[src/rtl/stage3_pipe_buffer.sv]
// Elastic valid/ready pipeline register holding up to DEPTH payloads in FIFO order.
// Synchronous flush drops all entries; asynchronous active-low reset also zeroes storage.
module stage3_pipe_buffer #(
   parameter int WIDTH = 32,
   parameter int DEPTH = 2
) (
   input  logic                         CLK,
   input  logic                         nRST,
   input  logic                         flush,
   input  logic                         in_valid,
   input  logic [WIDTH-1:0]             in_data,
   output logic                         in_ready,
   output logic                         out_valid,
   output logic [WIDTH-1:0]             out_data,
   input  logic                         out_ready,
   output logic [$clog2(DEPTH+1)-1:0]   count,
   output logic                         full,
   output logic                         empty
);

   localparam int PTR_W = (DEPTH > 1) ? $clog2(DEPTH) : 1;
   localparam int CNT_W = $clog2(DEPTH + 1);

   logic [WIDTH-1:0] mem [DEPTH];
   logic [PTR_W-1:0] head;
   logic [PTR_W-1:0] tail;
   logic             push;
   logic             pop;

   // Power-of-two depth lets pointers wrap on overflow; a single entry pins them at 0.
   function automatic logic [PTR_W-1:0] ptr_inc(input logic [PTR_W-1:0] p);
      if (DEPTH == 1) return '0;
      return p + PTR_W'(1);
   endfunction

   assign full      = (count == CNT_W'(DEPTH));
   assign empty     = (count == '0);
   assign out_valid = !empty;
   assign out_data  = mem[head];
   assign in_ready  = !flush && (!full || out_ready);
   assign push      = in_valid && in_ready;
   assign pop       = out_valid && out_ready;

   always_ff @(posedge CLK or negedge nRST) begin
      if (!nRST) begin
         head  <= '0;
         tail  <= '0;
         count <= '0;
         for (int i = 0; i < DEPTH; i++) begin
            mem[i] <= '0;
         end
      end else if (flush) begin
         head  <= '0;
         tail  <= '0;
         count <= '0;
      end else begin
         if (push) begin
            mem[tail] <= in_data;
            tail      <= ptr_inc(tail);
         end
         if (pop) begin
            head <= ptr_inc(head);
         end
         case ({push, pop})
            2'b10:   count <= count + CNT_W'(1);
            2'b01:   count <= count - CNT_W'(1);
            default: count <= count;
         endcase
      end
   end

endmodule

[config.mk]
export PLATFORM = sky130hd
export DESIGN_NAME = stage3_pipe_buffer
export DESIGN_NICKNAME = d
export VERILOG_FILES = /design/src/rtl/stage3_pipe_buffer.sv
export SDC_FILE = /design/constraint.sdc
export NUM_CORES = 1
export LEC_CHECK = 0
export ABC_AREA = 1
export CAP_MARGIN = 0
export CORE_MARGIN = 3
export CORE_UTILIZATION = 49
export CTS_BUF_LIST = sky130_fd_sc_hd__clkbuf_16
export CTS_CLUSTER_SIZE = 20
export DETAILED_ROUTE_END_ITERATION = 6
export PLACE_DENSITY_LB_ADDON = 0.15
export SLEW_MARGIN = 20
export SYNTH_ARGS = -nofsm -noshare
export SYNTH_HDL_FRONTEND = slang
export SYNTH_SLANG_ARGS = --single-unit
[constraint.sdc]
create_clock -name CLK -period 1.6 [get_ports CLK]
set_clock_uncertainty 0.15 [all_clocks]
set_input_delay 0.16 -clock CLK [delete_from_list [all_inputs] [get_ports CLK]]
set_output_delay 0.16 -clock CLK [all_outputs]
set_load 0.02 [all_outputs]
## Yosys cells after proc, flatten, opt, wreduce, memory -nomap -nowiden

Cells that the tools add are included.
Widths: inputs -> output; s select.

- Register bits after elaboration: 68
- Input bits: 37
- Output and inout bits: 38
- Word-level logic and storage cells: 43

- Add/sub/neg operators: 4
- Magnitude comparators: 3
- Eq/ne operators: 3
- Mux-type cells: 12
- Bitwise logic cells: 3
- Reduce and logical (&&, ||, !) cells: 13

Operator list:

| kind | count |
|---|---|
| $mux 32 | 4 |
| $bwmux 64 | 1 |
| $demux 32 s1 | 1 |
| $eq 2x2->1 const B | 2 |
| $ge 2x2->1 const B | 2 |
| $logic_and 1x1->1 | 4 |
| $mux 1 | 4 |
| $not 1->2 | 2 |
| $pmux 2 s2 | 1 |
| $reduce_bool 2->1 | 2 |
| $logic_not 1->1 | 3 |
| $reduce_bool 3->1 | 1 |
| $add 1x1->1 const B | 2 |
| $add 2x1->2 const B | 1 |
| $eq 2x1->1 const B | 1 |
| $logic_not 2->1 | 1 |
| $lt 2x1->1 const B | 1 |
| $mux 2 | 1 |
| $reduce_and 2->1 | 1 |
| $sub 2x1->2 const B | 1 |
| $logic_or 1x1->1 | 1 |
| $not 1->1 | 1 |

## Logic depth before layout (Yosys ltp)

Gate-level depths: netlist of the first run.

- Depth in word-level cells: 8
- Depth in mapped cells: 8
- Gate-level depth less buffers: 8

## Worst setup path before layout of the first run

Ideal clock, no wire load.

- Kind: register to output
- Start point: register head
- End point: output port out_data[10]
- Arrival time: 1.229 ns
- Data required time: 1.290 ns
- Path slack: 0.061 ns
- Cell stages (with the launch flop): 4
- Buffers on the path: 2
- Cells stage by stage: dfrtp_1 > clkbuf_1 > clkbuf_1 > o21ai_0

- Longest elaborated chain between the ends: 4

RTL lines:

| what | line | source |
|---|---|---|
| start, declared | 25 | `logic [PTR_W-1:0] head;` |
| start signal, assigned | 62 | `head <= ptr_inc(head);` |
| $not 1->2 (not written as such) | 39 | `assign out_data = mem[head];` |
| $mux 32 (not written as such) (3 in series) | 39 |  |
| end, declared | 14 | `output logic [WIDTH-1:0] out_data,` |

Every way passes these cells. The select of a mux whose other input is x is not followed.

## Final worst setup path of the first run

- Start point: register head
- End point: output port out_data[15]

Same word-level chain as after synthesis.

==> reports/metrics.csv, run 1 <==
stage;metric;value;unit
status;status;complete, but fails checks;
status;violations;negative setup slack;
timing;worst_pin_slew;0.3658;ns
logic_synthesis;yosysTopAreaCellShare;0.5471;
die;rows;28;
drt;drc;0;
setup_path;cp.arrival;1.34;ns
logic_synthesis;yosysUniqueCellTypes;21;
die;initial_core_util;0.5162;
final_layout;fin_nets;515;
logic_synthesis;synth_largest_area_cell;dfrtp_1;
logic_synthesis;ys_ff_latch;68;
logic_synthesis;ys_warn_count;0;
final_layout;layout_common_cells;nand2_1 (127), dfrtp_1 (67), o21ai_0 (63);
clock_tree;cts_sinks;68;
clock_tree;clockBufferDepth;2;
setup_path;crit_fanout;10;
final_layout;layout-drive-gt1-share;0.2308;
place;dpl.hpwl;4.962;mm
worst_hold_path;hold_class;in2async;
drt;viasPerCell;5.209;
logic_synthesis;syn_avg_cell_area;8.121;um^2
power;ir_worst_vdd;0.8173;mV
die;die_y;85.68;um
clock_tree;cts_tree;done;
power;leakagePower;0.002186;uW
drt;vias;2896;
logic_synthesis;yosys-top-cells-area;dfrtp_1 (55%), nand2_1 (16%), o21ai_0 (16%);
timing;min_period;1.646;ns
place;dp.cells;536;
clock_tree;root_buffer;clkbuf_16;
global_routing;grt_use_total;0.2119;
global_routing;grt_max_degree;69;
global_routing;grt-ovfl-total;0;
run;timing.max_cap.violations;0;
setup_path;path_class;reg2out;
timing;period_share;1.029;
timing;hold_slack;0.2356;ns
logic_synthesis;synth_fp_nets;420;
timing;slew_violations;0;
setup_path;crit_required;1.29;ns
timing;rsz0062_at_grt;yes;
final_layout;final_cells;556;
clock_tree;clk_pin_slew_worst_paths;0.05;ns
setup_path;cp-start-kind;register;
setup_path;reg2regPathDepth;5;
drt;drt-initial-drc-count;196;
clock_tree;clock_latency;0.32;ns
place;place_congestion;0.8066;
power;powerDensity;1503;mW/mm^2
die;fp.dieW;85.68;um
logic_synthesis;syn_inst;383;
drt;wl;8.065;mm
place;dpl_cell_area;0.004061;mm^2
logic_synthesis;ys_seq_area_frac;0.5471;
global_routing;antenna_found_initial;0;
final_layout;final_common_cell;nand2_1;
global_routing;grt_first_pass_wirelength;12.48;mm
timing;slew_headroom;0.7562;
timing;timing_hold_violations_final;0;
place;portBuffers;74;
die;ios;75;
die;core_area;0.006026;mm^2
die;dieArea;0.007340;mm^2
global_routing;grt_pass1_vias;2756;
drt;first_pass_iters;4;
clock_tree;htreeDepth;3;
final_layout;syn2layout_area_growth;44.61;%
timing;setup_viol;11;
drt;antenna_left;0;
final_layout;final_area;0.004498;mm^2
timing;layout_setup_ws;-0.04609;ns
final_layout;antenna_cells;0;
timing;max_clock_freq;607.5;MHz
logic_synthesis;syn_area;0.003110;mm^2
clock_tree;numCtsBuffers;9;
setup_path;cp-end-kind;primary output;
drt;routedWlPerCell;14.51;um
synthesized netlist by cell type:
| library cell | n |
|---|---|
| dfrtp_1 | 68 |
| nor2_1 | 3 |
| buf_2 | 3 |
| nand2_1 | 136 |
| o21ai_1 | 1 |
| a31oi_1 | 1 |
| nand4_1 | 1 |
| o21ai_0 | 97 |
| nand3_4 | 1 |
| clkbuf_1 | 12 |
| a21oi_1 | 1 |
| inv_2 | 2 |
| clkbuf_2 | 1 |
| o211ai_1 | 1 |
| nand3_2 | 1 |
| buf_4 | 2 |
| buf_6 | 4 |
| inv_1 | 40 |
| nand3_1 | 6 |
| nor2_8 | 1 |
| nor2_4 | 1 |
flip-flops by register name, summed over array words and instances (netlist names):
register and flops:
mem 64, count 2, tail 1, head 1
what timing repair did:
action                                  in CTS  in global routing
hold endpoints to repair                    68                  0
pin swaps                                    1                  8
endpoints found under the setup margin      38                 69
gates cloned                                 0                  3
gates resized for setup                    200                 87
buffers inserted                             1                  2
hold buffers                                 1                  0
routing by layer:
layer  vias to the layer above  GRT usage  part of all wire
li1                       1403          -                 -
met1                      1370     0.2802              0.42
met2                       109     0.3559              0.51
met3                        14    0.03939             0.060
met4                         0    0.06475             0.017
met5                         -          0                 0
critical path, stage by stage (launching register included):
cell     delay, ns
dfrtp_2       0.44
buf_6         0.15
buf_12        0.15
o21ai_4       0.14
buf_6         0.14
worst paths after layout:
kind / start / endpoint / slack [ns]
max in group asynchronous: nRST / head / 0.75
min in group CLK: in_data[10] / mem[10] / 0.26
worst max-delay path: head / out_data[15] / -0.05
worst min register to register: mem[9] / mem[9] / 0.33
worst max register to register: count[1] / mem[56] / 0.09
worst min-delay path: nRST / mem[56] / 0.24
cell families after synthesis:
| logic type | after synthesis | synth area share |
|---|---|---|
| buffers and inverters | 64 | 0.09090 |
| AO/OA/AOI/OAI | 101 | 0.1637 |
| flip-flops | 68 | 0.5471 |
| AND/OR/NAND/NOR | 150 | 0.1983 |
where the power goes:
| group | internal [uW] | total, uW | switching (uW) |
|---|---|---|---|
| logic | 1090 | 2550 | 1450 |
| registers | 2270 | 2540 | 273 |
| clock network | 1010 | 1670 | 668 |
cell type report:
| cell class | instances | area (um^2) |
|---|---|---|
| Clock buffer | 9 | 225.2 |
| Clock inverter | 5 | 21.27 |
| Fill cell | 438 | 1528 |
| Inverter | 42 | 157.7 |
| Multi-Input combinational cell | 251 | 1256 |
| Sequential cell | 68 | 1703 |
| Tap cell | 75 | 93.84 |
| Timing Repair Buffer | 106 | 1041 |
metrics by stage:
step / total power (uW) / setup TNS, ns / utilization / setup WS (ns)
2_1_floorplan: 3726 / 0 / - / 0.06103
3_3_place_gp: 4764 / -10.32 / 0.6740 / -0.2097
3_5_place_dp: 4834 / -12.33 / 0.6740 / -0.2196
4_1_cts: 6334 / -0.3895 / 0.6979 / -0.06665
5_1_grt: 7179 / -0.8143 / 0.7465 / -0.08592
6_report: 6763 / -0.3140 / 0.7465 / -0.04609
Power figures use the tool's default switching activity.
==> run 2: changes to the inputs <==
--- a/config.mk
+++ b/config.mk
@@ -8,8 +8,8 @@
 export ABC_AREA = 1
 export CAP_MARGIN = 0
 export CORE_MARGIN = 3
-export CORE_UTILIZATION = 49
-export CTS_BUF_LIST = sky130_fd_sc_hd__clkbuf_16
+export CORE_UTILIZATION = 51
+export CTS_BUF_LIST = sky130_fd_sc_hd__clkbuf_2
 export CTS_CLUSTER_SIZE = 20
 export DETAILED_ROUTE_END_ITERATION = 6
 export PLACE_DENSITY_LB_ADDON = 0.15
==> run 2 against run 1 <==
Net effect:
- the run still ends with negative setup slack left
- first-iteration DRC count fell by 5.1%
- largest power group unchanged
- global-route usage rose by 1.5 points
- non-clock buffer count grew 10
- cell count up 1.6%
- worst setup slack worse by 0.26 ns
- register-to-register slack got worse by 0.23 ns
- flip-flop and latch count stayed put
- combinational power is 20% higher
==> reports/metrics.csv, run 2 (synthesis gave the netlist of run 1 again) <==
stage;metric;value;unit;change
clock_tree;numCtsBuffers;9;;unchanged
timing;timing_hold_violations_final;0;;unchanged
global_routing;grt_use_total;0.2267;;+0.01481
setup_path;crit_required;1.29;ns;about the same
timing;slew_headroom;0.7626;;+0.006485
drt;drc;0;;unchanged
timing;worst_pin_slew;0.3560;ns;-0.009728 ns
run;timing.max_cap.violations;0;;unchanged
drt;viasPerCell;5.492;;+5.4%
global_routing;grt_pass1_vias;2783;;+0.98%
die;fp.dieW;84.10;um;-1.8%
setup_path;cp-end-kind;primary output;;
place;portBuffers;74;;unchanged
power;powerDensity;1352;mW/mm^2;-10%
die;dieArea;0.007072;mm^2;-3.7%
clock_tree;clock_latency;0.47;ns;+0.15 ns
power;p_total;6625;uW;-2.0%
final_layout;syn2layout_area_growth;57.56;%;
power;ir_worst_vdd;0.8492;mV;+3.9%
die;rows;27;;-3.6%
clock_tree;clk_pin_slew_worst_paths;0.19;ns;+0.14 ns
timing;period_share;1.189;;+0.1599
place;place_congestion;0.8517;;+5.6%
final_layout;largest_register;mem;;
setup_path;cp-start-kind;register;;
clock_tree;cts_tree;done;;
die;initial_core_util;0.5448;;+0.02862
die;die_y;84.10;um;-1.8%
final_layout;layout_common_cells;nand2_1 (88), dfrtp_1 (66), o21ai_2 (56);;
worst_hold_path;hold_class;in2async;;
clock_tree;cts_sinks;68;;unchanged
setup_path;crit_fanout;18;;+8
die;core_area;0.005709;mm^2;-5.3%
timing;layout_setup_ws;-0.3020;ns;-0.2559 ns
drt;first_pass_iters;4;;unchanged
final_layout;antenna_cells;0;;unchanged
drt;wl;9.854;mm;+22%
status;violations;negative setup slack;;
setup_path;cp.arrival;1.59;ns;+0.25 ns
final_layout;fillers;304;;-31%
die;ios;75;;unchanged
status;status;complete, but fails checks;;
clock_tree;root_buffer;clkbuf_2;;
global_routing;grt_first_pass_wirelength;13.01;mm;+4.2%
final_layout;layout-drive-gt1-share;0.4402;;+0.2094
final_layout;final_util;0.8584;;+0.1120
place;dpl.hpwl;5.009;mm;+0.95%
timing;setup_viol;90;;+79
setup_path;path_class;reg2out;;
drt;drt-initial-drc-count;186;;-5.1%
drt;routedWlPerCell;17.44;um;+20%
final_layout;final_common_cell;nand2_1;;
final_layout;fin_nets;525;;+1.9%
timing;max_clock_freq;525.8;MHz;-13%
timing;min_period;1.902;ns;+0.2559 ns
setup_path;r2r_setup_slack;-0.14;ns;-0.23 ns
global_routing;grt_max_degree;69;;unchanged
final_layout;top_regs;mem: 64 flops, count: 2 flops;;
final_layout;largest_reg_flops;64;;unchanged
timing;rsz0062_at_grt;yes;;
clock_tree;htreeDepth;3;;unchanged
power;leakagePower;0.002366;uW;+8.2%
global_routing;grt-ovfl-total;0;;unchanged
clock_tree;clockBufferDepth;2;;unchanged
global_routing;antenna_found_initial;0;;unchanged
drt;vias;3103;;+7.1%
drt;antenna_left;0;;unchanged
timing;slew_violations;0;;unchanged
==> run 2: cell count changes in the layout (fill, tap and decap cells not counted), sizes merged <==
cell	previous run	this run
buf	62	76
clkinv	5	3
clkinvlp	0	2
dlygate4sd2	2	0
bufinv	0	1
inv	42	41
==> run 2: final cells by class <==
class	count	area [um^2]	area share
Inverter	42	166.4	0.03395
Clock buffer	11	55.05	0.01123
Timing Repair Buffer	116	1244	0.2538
Sequential cell	68	1704	0.3477
Tap cell	72	90.09	0.01838
Multi-Input combinational cell	251	1589	0.3242
Clock inverter	5	52.55	0.01072
==> run 2: final timing paths <==
path / from / to / cells after the start
min in group CLK: in_data[5] / mem[5] / 3
min reg2reg: mem[20] / mem[20] / 2
max in group asynchronous: nRST / tail / 3
max: head / out_data[7] / 3
min: nRST / mem[56] / 3
max reg2reg: count[1] / mem[62] / 9
==> run 2: what timing repair did <==
item,in CTS,in global routing
hold endpoints to repair,68,0
hold buffers,1,0
pin swaps,2,15
cloned,0,6
buffers inserted,4,11
gates resized for setup,266,196
setup endpoints to repair,38,100
==> run 2: where the power goes <==
part,internal [uW],switching (uW),total (uW)
sequential,2260,313,2570
combinational,1350,1720,3070
clock,366,618,985
==> run 2: metal layers <==
metal  routed length [um]  vias up  share of wire  track usage
met5                    0        -              0            0
met4                  314        0          0.032      0.05702
met3                  659       29          0.067      0.05429
met2                 5030      140           0.51       0.3745
met1                 3850     1500           0.39       0.3003
li1                     -     1434              -            -
==> run 2: critical path: stages (launching register included) <==
cell	delay (ns)
dfrtp_2	0.50
buf_6	0.17
o21ai_0	0.25
buf_4	0.19
==> run 2: metrics by stage <==
| step | TNS [ns] | hold WS (ns) | worst slack, ns | instance area, um^2 | std cells |
|---|---|---|---|---|---|
| final | -9.574 | 0.04062 | -0.3020 | 4901 | 565 |
| after global routing | -15.83 | 0.04865 | -0.3659 | 4901 | 565 |
| after CTS | -5.046 | 0.06418 | -0.1949 | 4188 | 549 |
| after detailed placement | -11.75 | 0.05743 | -0.2137 | 4045 | 528 |
| after global placement | -11.18 | 0.05624 | -0.2482 | 4045 | 528 |
| after floorplan | 0 | -0.2856 | 0.06103 | 3110 | 383 |
